## src/rtl/inst_fetch_unit_pkg.sv

```systemverilog
// -----------------------------------------------------------------------------
// fetch_pkg
// Shared definitions for the instruction-fetch stage: Pcsrc encodings, FSM
// state encoding, instruction/opcode widths and the branch-offset helper.
// -----------------------------------------------------------------------------
package fetch_pkg;

    localparam int INST_W = 32;
    localparam int OP_W   = 6;

    // Next-PC select values driven by the control unit (2'b01 is reserved
    // and falls through to the sequential path).
    localparam logic [1:0] PCSRC_SEQ = 2'b00;
    localparam logic [1:0] PCSRC_BR  = 2'b10;
    localparam logic [1:0] PCSRC_JMP = 2'b11;

    typedef enum logic [0:0] {
        FETCH = 1'b0,
        HOLD  = 1'b1
    } fetch_state_e;

    // Word offset of a branch, sign-extended and scaled to a byte offset.
    function automatic logic [31:0] branch_offset(input logic [15:0] imm);
        return {{14{imm[15]}}, imm, 2'b00};
    endfunction

endpackage

```

## src/rtl/inst_fetch_unit_if.sv

```systemverilog
// -----------------------------------------------------------------------------
// inst_fetch_unit_if
// Instruction-memory request/acknowledge bus.
//   Imem_req   : fetch request (master -> memory)
//   Imem_addr  : fetch address (master -> memory)
//   Imem_ack   : read data valid this cycle (memory -> master)
//   Imem_rdata : instruction word (memory -> master)
// -----------------------------------------------------------------------------
interface inst_fetch_unit_if;

    logic        Imem_req;
    logic [31:0] Imem_addr;
    logic        Imem_ack;
    logic [31:0] Imem_rdata;

    modport master (
        output Imem_req,
        output Imem_addr,
        input  Imem_ack,
        input  Imem_rdata
    );

    modport slave (
        input  Imem_req,
        input  Imem_addr,
        output Imem_ack,
        output Imem_rdata
    );

endinterface

```

## src/rtl/inst_fetch_unit_next_pc_calc.sv

```systemverilog
// -----------------------------------------------------------------------------
// next_pc_calc
// Purely combinational next-PC selection.
//   Pc      : address of the instruction being retired
//   Inst    : that instruction word (branch immediate / jump index)
//   Pcsrc   : 00 sequential, 10 branch, 11 jump, 01 treated as sequential
//   next_pc : selected next PC (all arithmetic modulo 2^32)
// -----------------------------------------------------------------------------
module next_pc_calc
    import fetch_pkg::*;
(
    input  logic [31:0]       Pc,
    input  logic [INST_W-1:0] Inst,
    input  logic [1:0]        Pcsrc,
    output logic [31:0]       next_pc
);

    logic [31:0] pc4_s;
    logic [31:0] br_target_s;
    logic [31:0] jmp_target_s;
    logic        unused_op_s;

    // Opcode bits play no part in target computation.
    assign unused_op_s = ^Inst[31:26];

    // Candidate targets and the Pcsrc select.
    always_comb begin
        pc4_s        = Pc + 32'd4;
        br_target_s  = pc4_s + branch_offset(Inst[15:0]);
        // Jump stays inside the 256 MiB region of the sequential address.
        jmp_target_s = {pc4_s[31:28], Inst[25:0], 2'b00};
        case (Pcsrc)
            PCSRC_BR:  next_pc = br_target_s;
            PCSRC_JMP: next_pc = jmp_target_s;
            PCSRC_SEQ: next_pc = pc4_s;
            default:   next_pc = pc4_s;
        endcase
    end

endmodule

```

## src/rtl/inst_fetch_unit.sv

```systemverilog
// -----------------------------------------------------------------------------
// inst_fetch_unit
// Instruction-fetch stage: holds the PC, fetches one instruction at a time
// over the imem handshake, presents it to decode and advances the PC on
// Retire according to Pcsrc.
//   Clk, Rst   : clock and synchronous active-high reset
//   imem       : instruction-memory bus (master side)
//   Pc         : address of the current instruction
//   Inst       : latched instruction word; Op/Func are slices of it
//   Inst_valid : Inst holds a fetched, not-yet-retired instruction
//   Retire     : downstream is done with Inst (honoured only in HOLD)
//   Pcsrc      : next-PC select sampled together with Retire
// -----------------------------------------------------------------------------
module inst_fetch_unit
    import fetch_pkg::*;
#(
    parameter logic [31:0] RESET_PC = 32'h0000_0000
) (
    input  logic                Clk,
    input  logic                Rst,
    inst_fetch_unit_if.master   imem,
    output logic [31:0]         Pc,
    output logic [INST_W-1:0]   Inst,
    output logic [OP_W-1:0]     Op,
    output logic [5:0]          Func,
    output logic                Inst_valid,
    input  logic                Retire,
    input  logic [1:0]          Pcsrc
);

    fetch_state_e      state_q, state_d;
    logic [31:0]       pc_q, pc_d;
    logic [INST_W-1:0] inst_q, inst_d;
    logic              valid_q, valid_d;
    logic [31:0]       next_pc_s;
    logic              req_s;
    logic              fetch_done_s;
    logic              retire_s;

    next_pc_calc u_next_pc_calc (
        .Pc      (pc_q),
        .Inst    (inst_q),
        .Pcsrc   (Pcsrc),
        .next_pc (next_pc_s)
    );

    // FSM state register.
    always_ff @(posedge Clk) begin
        if (Rst) begin
            state_q <= FETCH;
        end else begin
            state_q <= state_d;
        end
    end

    // FSM next-state logic.
    always_comb begin
        state_d = state_q;
        case (state_q)
            FETCH: begin
                if (fetch_done_s) begin
                    state_d = HOLD;
                end else begin
                    state_d = FETCH;
                end
            end
            HOLD: begin
                if (retire_s) begin
                    state_d = FETCH;
                end else begin
                    state_d = HOLD;
                end
            end
            default: state_d = FETCH;
        endcase
    end

    // FSM outputs: memory request and the two accept strobes. Ack outside a
    // live request and Retire without a valid instruction are dropped here.
    always_comb begin
        req_s        = 1'b0;
        fetch_done_s = 1'b0;
        retire_s     = 1'b0;
        case (state_q)
            FETCH: begin
                req_s        = ~Rst;
                fetch_done_s = req_s & imem.Imem_ack;
            end
            HOLD: begin
                retire_s = valid_q & Retire;
            end
            default: begin
                req_s        = 1'b0;
                fetch_done_s = 1'b0;
                retire_s     = 1'b0;
            end
        endcase
    end

    // Datapath next-state: capture on ack, advance PC on retire.
    always_comb begin
        pc_d    = pc_q;
        inst_d  = inst_q;
        valid_d = valid_q;
        if (fetch_done_s) begin
            inst_d  = imem.Imem_rdata;
            valid_d = 1'b1;
        end else if (retire_s) begin
            pc_d    = next_pc_s;
            valid_d = 1'b0;
        end else begin
            pc_d    = pc_q;
            inst_d  = inst_q;
            valid_d = valid_q;
        end
    end

    // PC, instruction and valid registers.
    always_ff @(posedge Clk) begin
        if (Rst) begin
            pc_q    <= RESET_PC;
            inst_q  <= {INST_W{1'b0}};
            valid_q <= 1'b0;
        end else begin
            pc_q    <= pc_d;
            inst_q  <= inst_d;
            valid_q <= valid_d;
        end
    end

    assign imem.Imem_req  = req_s;
    assign imem.Imem_addr = pc_q;
    assign Pc             = pc_q;
    assign Inst           = inst_q;
    assign Op             = inst_q[31:26];
    assign Func           = inst_q[5:0];
    assign Inst_valid     = valid_q;

endmodule

```

## src/flat_wrapper.sv

```systemverilog
// flat-port wrapper written by rule: the top's interface ports become plain ports
module inst_fetch_unit_flat import fetch_pkg::*;
#(
    parameter logic [31:0] RESET_PC = 32'h0000_0000
)
  (Clk, Rst, Pc, Inst, Op, Func, Inst_valid, Retire, Pcsrc, imem_Imem_req, imem_Imem_addr, imem_Imem_ack, imem_Imem_rdata);
  inst_fetch_unit_if imem_i ();
  input  logic Clk;
  input  logic Rst;
  output logic [31:0] Pc;
  output logic [INST_W-1:0] Inst;
  output logic [OP_W-1:0] Op;
  output logic [5:0] Func;
  output logic Inst_valid;
  input  logic Retire;
  input  logic [1:0] Pcsrc;
  output wire logic [$bits(imem_i.Imem_req)-1:0] imem_Imem_req;
  output wire logic [$bits(imem_i.Imem_addr)-1:0] imem_Imem_addr;
  input wire logic [$bits(imem_i.Imem_ack)-1:0] imem_Imem_ack;
  input wire logic [$bits(imem_i.Imem_rdata)-1:0] imem_Imem_rdata;
  assign imem_Imem_req = imem_i.Imem_req;
  assign imem_Imem_addr = imem_i.Imem_addr;
  assign imem_i.Imem_ack = imem_Imem_ack;
  assign imem_i.Imem_rdata = imem_Imem_rdata;
  inst_fetch_unit #(.RESET_PC(RESET_PC)) u_core (.Clk(Clk), .Rst(Rst), .imem(imem_i), .Pc(Pc), .Inst(Inst), .Op(Op), .Func(Func), .Inst_valid(Inst_valid), .Retire(Retire), .Pcsrc(Pcsrc));
endmodule
```

## config.mk

```make
export PLATFORM = sky130hd
export DESIGN_NAME = inst_fetch_unit_flat
export DESIGN_NICKNAME = d
export VERILOG_FILES = /design/src/rtl/inst_fetch_unit_pkg.sv /design/src/rtl/inst_fetch_unit_if.sv /design/src/rtl/inst_fetch_unit_next_pc_calc.sv /design/src/rtl/inst_fetch_unit.sv /design/src/flat_wrapper.sv
export SDC_FILE = /design/constraint.sdc
export NUM_CORES = 1
export LEC_CHECK = 0
export ABC_CLOCK_PERIOD_IN_PS = 11400
export CAP_MARGIN = 10
export CORE_ASPECT_RATIO = 1.4
export CORE_MARGIN = 5
export CORE_UTILIZATION = 55
export CTS_BUF_LIST = sky130_fd_sc_hd__clkbuf_4
export DETAILED_ROUTE_END_ITERATION = 7
export GPL_ROUTABILITY_DRIVEN = 0
export PLACE_DENSITY = 0.89
export SYNTH_ARGS = -nofsm -noshare
export SYNTH_HDL_FRONTEND = slang
export SYNTH_SLANG_ARGS = --single-unit
```

## constraint.sdc

```tcl
create_clock -name Clk -period 11.4 [get_ports Clk]
set_input_delay 2.28 -clock Clk [delete_from_list [all_inputs] [get_ports Clk]]
set_output_delay 2.28 -clock Clk [all_outputs]
set_load 0.02 [all_outputs]
```

Word level (Yosys, flattened, before mapping)
Cells that the tools add are included.

Bits in registers: 66. Latch bits: 0. RAM bits: 0. Memory bits (read-only): 0. Input port bits: 38. Output and inout bits: 110. Logic and storage cells: 24. Memories kept: 0.

$add $sub $neg: 2. Multipliers: 0. Div/mod/pow operators: 0. Magnitude comparators: 0. Equal/unequal tests: 2. Shifts and indexed selects: 0. Muxes and demuxes: 9. Bitwise gates (word level): 5. Reductions and logical operators: 2.

Operator list (count): $pmux 32 s2 (1); $add 32x3->32 const B (1); $add 32x32->32 (1); $mux 1 (7); $eq 2x2->1 const B (2); $not 1->1 (3); $and 1x1->1 (2); $pmux 1 s2 (1); $reduce_and 2->1 (1); $reduce_bool 2->1 (1).

Longest topological paths before layout
Depth after elaboration: 5. Gate-level depth with buffers: 20. Mapped depth without buffers: 19.

By module
From an unflattened synthesis, not the netlist that was laid out.

Cells, all modules: 738. Area total of the unflattened synthesis: 5275.1 sq um.

By module, submodules not included: next_pc_calc (times used 1, cells each 405, area each 2668.8 sq um); inst_fetch_unit (times used 1, cells each 333, area each 2606.2 sq um).

Worst setup path after synthesis
No wires, ideal clock.

Kind: input to output. Start point: in Rst. End point: out imem_Imem_req. Arrival: 2.579 ns. Data required time: 9.120 ns. Slack: 6.541 ns. Cell stages on the path: 1. Path buffers: 0. Cell sequence: nor2_1.

Cells in the longest elaborated chain, start to end: 2.

RTL lines: start: declaration (RTL line flat_wrapper.sv:9) `input logic Rst;`; $not 1->1 (RTL line inst_fetch_unit.sv:86) `req_s = ~Rst;`; $mux 1 (RTL line inst_fetch_unit.sv:84) `case (state_q)`; end: declaration (RTL line flat_wrapper.sv:17) `output wire logic [$bits(imem_i.Imem_req)-1:0] imem_Imem_req;`.

Every way passes these cells.

Worst setup path in the final report
Ends and elaborated chain as after synthesis.

==> results.md <==
* Die Area at 0.0122 mm²
* Hold crit path type: flip-flop to flip-flop
* Crit path max fanout at 66
* Finish-stage setup viols at 0
* Max-cap violations at 0
* Area delta synth->final at 23.2%
* Psw at 0.000174 W
* Num ports at 148
* Die Y-Extent at 129 µm
* Critical path cell sequence: buf_2, buf_4, nor2_1, clkdlybuf4s50_1
* Final ANT Viol Nets at 0
* Tot Pwr at 0.000528 W
* Setup crit start kind: input pin
* Root buffer cell: clkbuf_4
* Synth Warn # at 0
* DRC viols at 0
* Vias in the first global route at 5720
* Clock-pin slew on the worst setup and hold paths at 0.11 ns
* Worst hold slack at 0.501 ns
* Post-DP HPWL at 12100 µm
* Clock sink count at 64
* Setup_tns at 0 ns
* CP peak stage delay at 0.57 ns
* Via count at 5765
* Ys async rst share at 0%
* Vias/cell at 5.99
* Seq pwr share at 46.3%
* GRT overflow at 0
* FF/Latch Area at 0.00128 mm²
* Fmax at 0.172 GHz
* Synth cell types at 70
* Sw Share at 32.9%
* Share of cells above drive strength 1 at 5.68%
* CTS resizes at 0
* Arr. time, crit path at 3.55 ns
* Hold Vio Cnt, Final at 0
* Kind of critical path: input pin to output port
* P_leak at 2.70 nW
* 1st-iter DRT viols at 419
* Syn avg cell area at 7.43 µm²
* Core area at 0.00990 mm²
* Worst rel slew slack at 35.8%
* Status: complete, no violations
* Post-CTS setup buffers at 0
* Peak VDD IR at 0.0000566 V
* Final clock skew at 0.0162 ns
* Critical Path RT at 9.12 ns
* Register bit count reported by yosys at 64
* Slowest stage cell on the critical path: clkdlybuf4s50_1
* Max Buffers Root-to-Sink at 2
* Nets@finish at 898
* CTS H-tree depth at 3
* Initial core utilization at 55.8%
* Worst Max-Slew Pin Slew at 0.962 ns
* Largest net degree at the start of global routing at 67
* Synth Flop Type: dfxtp_1
* Logic pwr share at 23.9%
* Worst R2R Setup Slack at 6.58 ns
* Worst Setup End Kind: output port
* Die X-Extent at 94.7 µm
* Gr usage total at 26.6%
* Cts bufs inserted at 9
* First-pass GRT wire length at 26400 µm
* Cells after Synth at 744
* Register area share after synthesis at 23.2%
* Internal Power at 0.000355 W
* Commonest non-fill, non-tap cell in the layout: clkdlybuf4s50_1
* Antenna diode count at 0
* PwrDens at 77.6 mW/mm²
* Most frequent cells in the layout: clkdlybuf4s50_1, nand2_1, a21oi_1
* PortBufs at 143
* Clock power frac at 29.8%
* Average routed wire per standard cell at 17.0 µm
* Routed WL at 16300 µm
* Part of the cycle the worst path needs at 51.1%
* Antenna violations before repair at 0
* Post-synth EDFFs at 0
* CTS tree: yes
* Final-layout fill cell count at 783
* DRT Pass-1 Iters at 5
* Hold Buf Count CTS at 0
* Tmin final at 5.83 ns
* RSZ-0062 raised after global routing: false
* Worst-Skew Late Latency at 0.45 ns
* Post-Syn Area at 0.00553 mm²
* Row cnt at 43
* Multi-input logic area at 0.00368 mm²
* Pins Over Slew Limit at 0
[worst max-delay path: cells and delay by family]
kind,cells,cell delay [ns]
buffers and inverters,3,1.15
AND/OR/NAND/NOR,1,0.11
[worst paths after layout]
check	from	endpoint	depth (start not counted)
min	u_core.Inst[20]$_SDFFE_PP0P_	u_core.Inst[20]$_SDFFE_PP0P_	2
max	Rst	imem_Imem_req	4
max reg2reg	u_core.Pc[2]$_SDFFE_PP0P_	u_core.Pc[31]$_SDFFE_PP0P_	18
min reg2reg	u_core.Inst[20]$_SDFFE_PP0P_	u_core.Inst[20]$_SDFFE_PP0P_	2
[area by class of cell]
| class | instances | area share (%) |
|---|---|---|
| inverters | 21 | 1.16 |
| clock inverters | 6 | 0.901 |
| clock buffers | 9 | 0.993 |
| flip-flops and latches | 64 | 18.8 |
| well taps | 135 | 2.48 |
| repair buffers | 149 | 21.6 |
| multi-input cells | 578 | 54.0 |
[through the flow]
step / setup WS (ns) / instances / utilization (%) / cell area (µm²)
2_1_floorplan: 6.54 / 747 / - / 5540
3_3_place_gp: 5.60 / 947 / 67.4 / 6680
3_5_place_dp: 5.59 / 947 / 67.4 / 6680
4_1_cts: 5.59 / 962 / 68.7 / 6810
5_1_grt: 5.48 / 962 / 68.7 / 6810
6_report: 5.57 / 962 / 68.7 / 6810
[cell families (layout without fill, tap and decap cells)]
| group | Yosys count | count (layout) | synth area share, % |
|---|---|---|---|
| AND/OR/NAND/NOR | 265 | 265 | 24.3 |
| AO/OA/AOI/OAI | 219 | 219 | 24.5 |
| buffers and inverters | 105 | 185 | 10.5 |
| flip-flops | 64 | 64 | 23.2 |
| XOR/XNOR | 47 | 47 | 7.86 |
| adder cells (fa/ha/maj) | 37 | 37 | 8.51 |
| multiplexers | 6 | 6 | 1.09 |
| other | 1 | 4 | 0.0679 |
[state kept, by name (all words and copies together) (netlist names)]
register,count
u_core.Inst_valid,1
u_core.Inst,32
u_core.Pc,30
u_core.state_q,1
[cells in the mapped netlist, types with 11 or more instances]
cell | number | share of area, %
buf_4 | 47 | 6.4
ha_1 | 36 | 8.2
nand2b_1 | 34 | 3.8
dfxtp_1 | 64 | 23
a21oi_1 | 65 | 5.9
xor2_1 | 24 | 3.8
o21ai_1 | 13 | 1.2
nand2_1 | 82 | 5.6
xnor2_1 | 20 | 3.2
clkbuf_1 | 32 | 2.2
nor2_1 | 55 | 3.7
and3_1 | 16 | 1.8
nor3_1 | 16 | 1.4
a21o_1 | 11 | 1.5
inv_1 | 21 | 1.4
nand3_1 | 15 | 1.4
o21ai_0 | 59 | 5.3
[power by group through the flow]
stage               Clock [W]  Combinational (W)  Sequential, W
detailed placement          0           0.000125       0.000249
CTS                  0.000159           0.000126       0.000244
finish               0.000158           0.000126       0.000244
global route         0.000167           0.000136       0.000246
global placement            0           0.000122       0.000249
floorplan                   0          0.0000663       0.000258
[metal layers]
metal | wire length [µm] | part of all wire (%) | track usage [%]
met1 | 6190 | 38 | 29.3
met2 | 8340 | 51 | 47.5
met3 | 1040 | 6.4 | 4.39
met4 | 773 | 4.7 | 15.1
met5 | 0 | 0 | 0
Power figures use the tool's default switching activity.
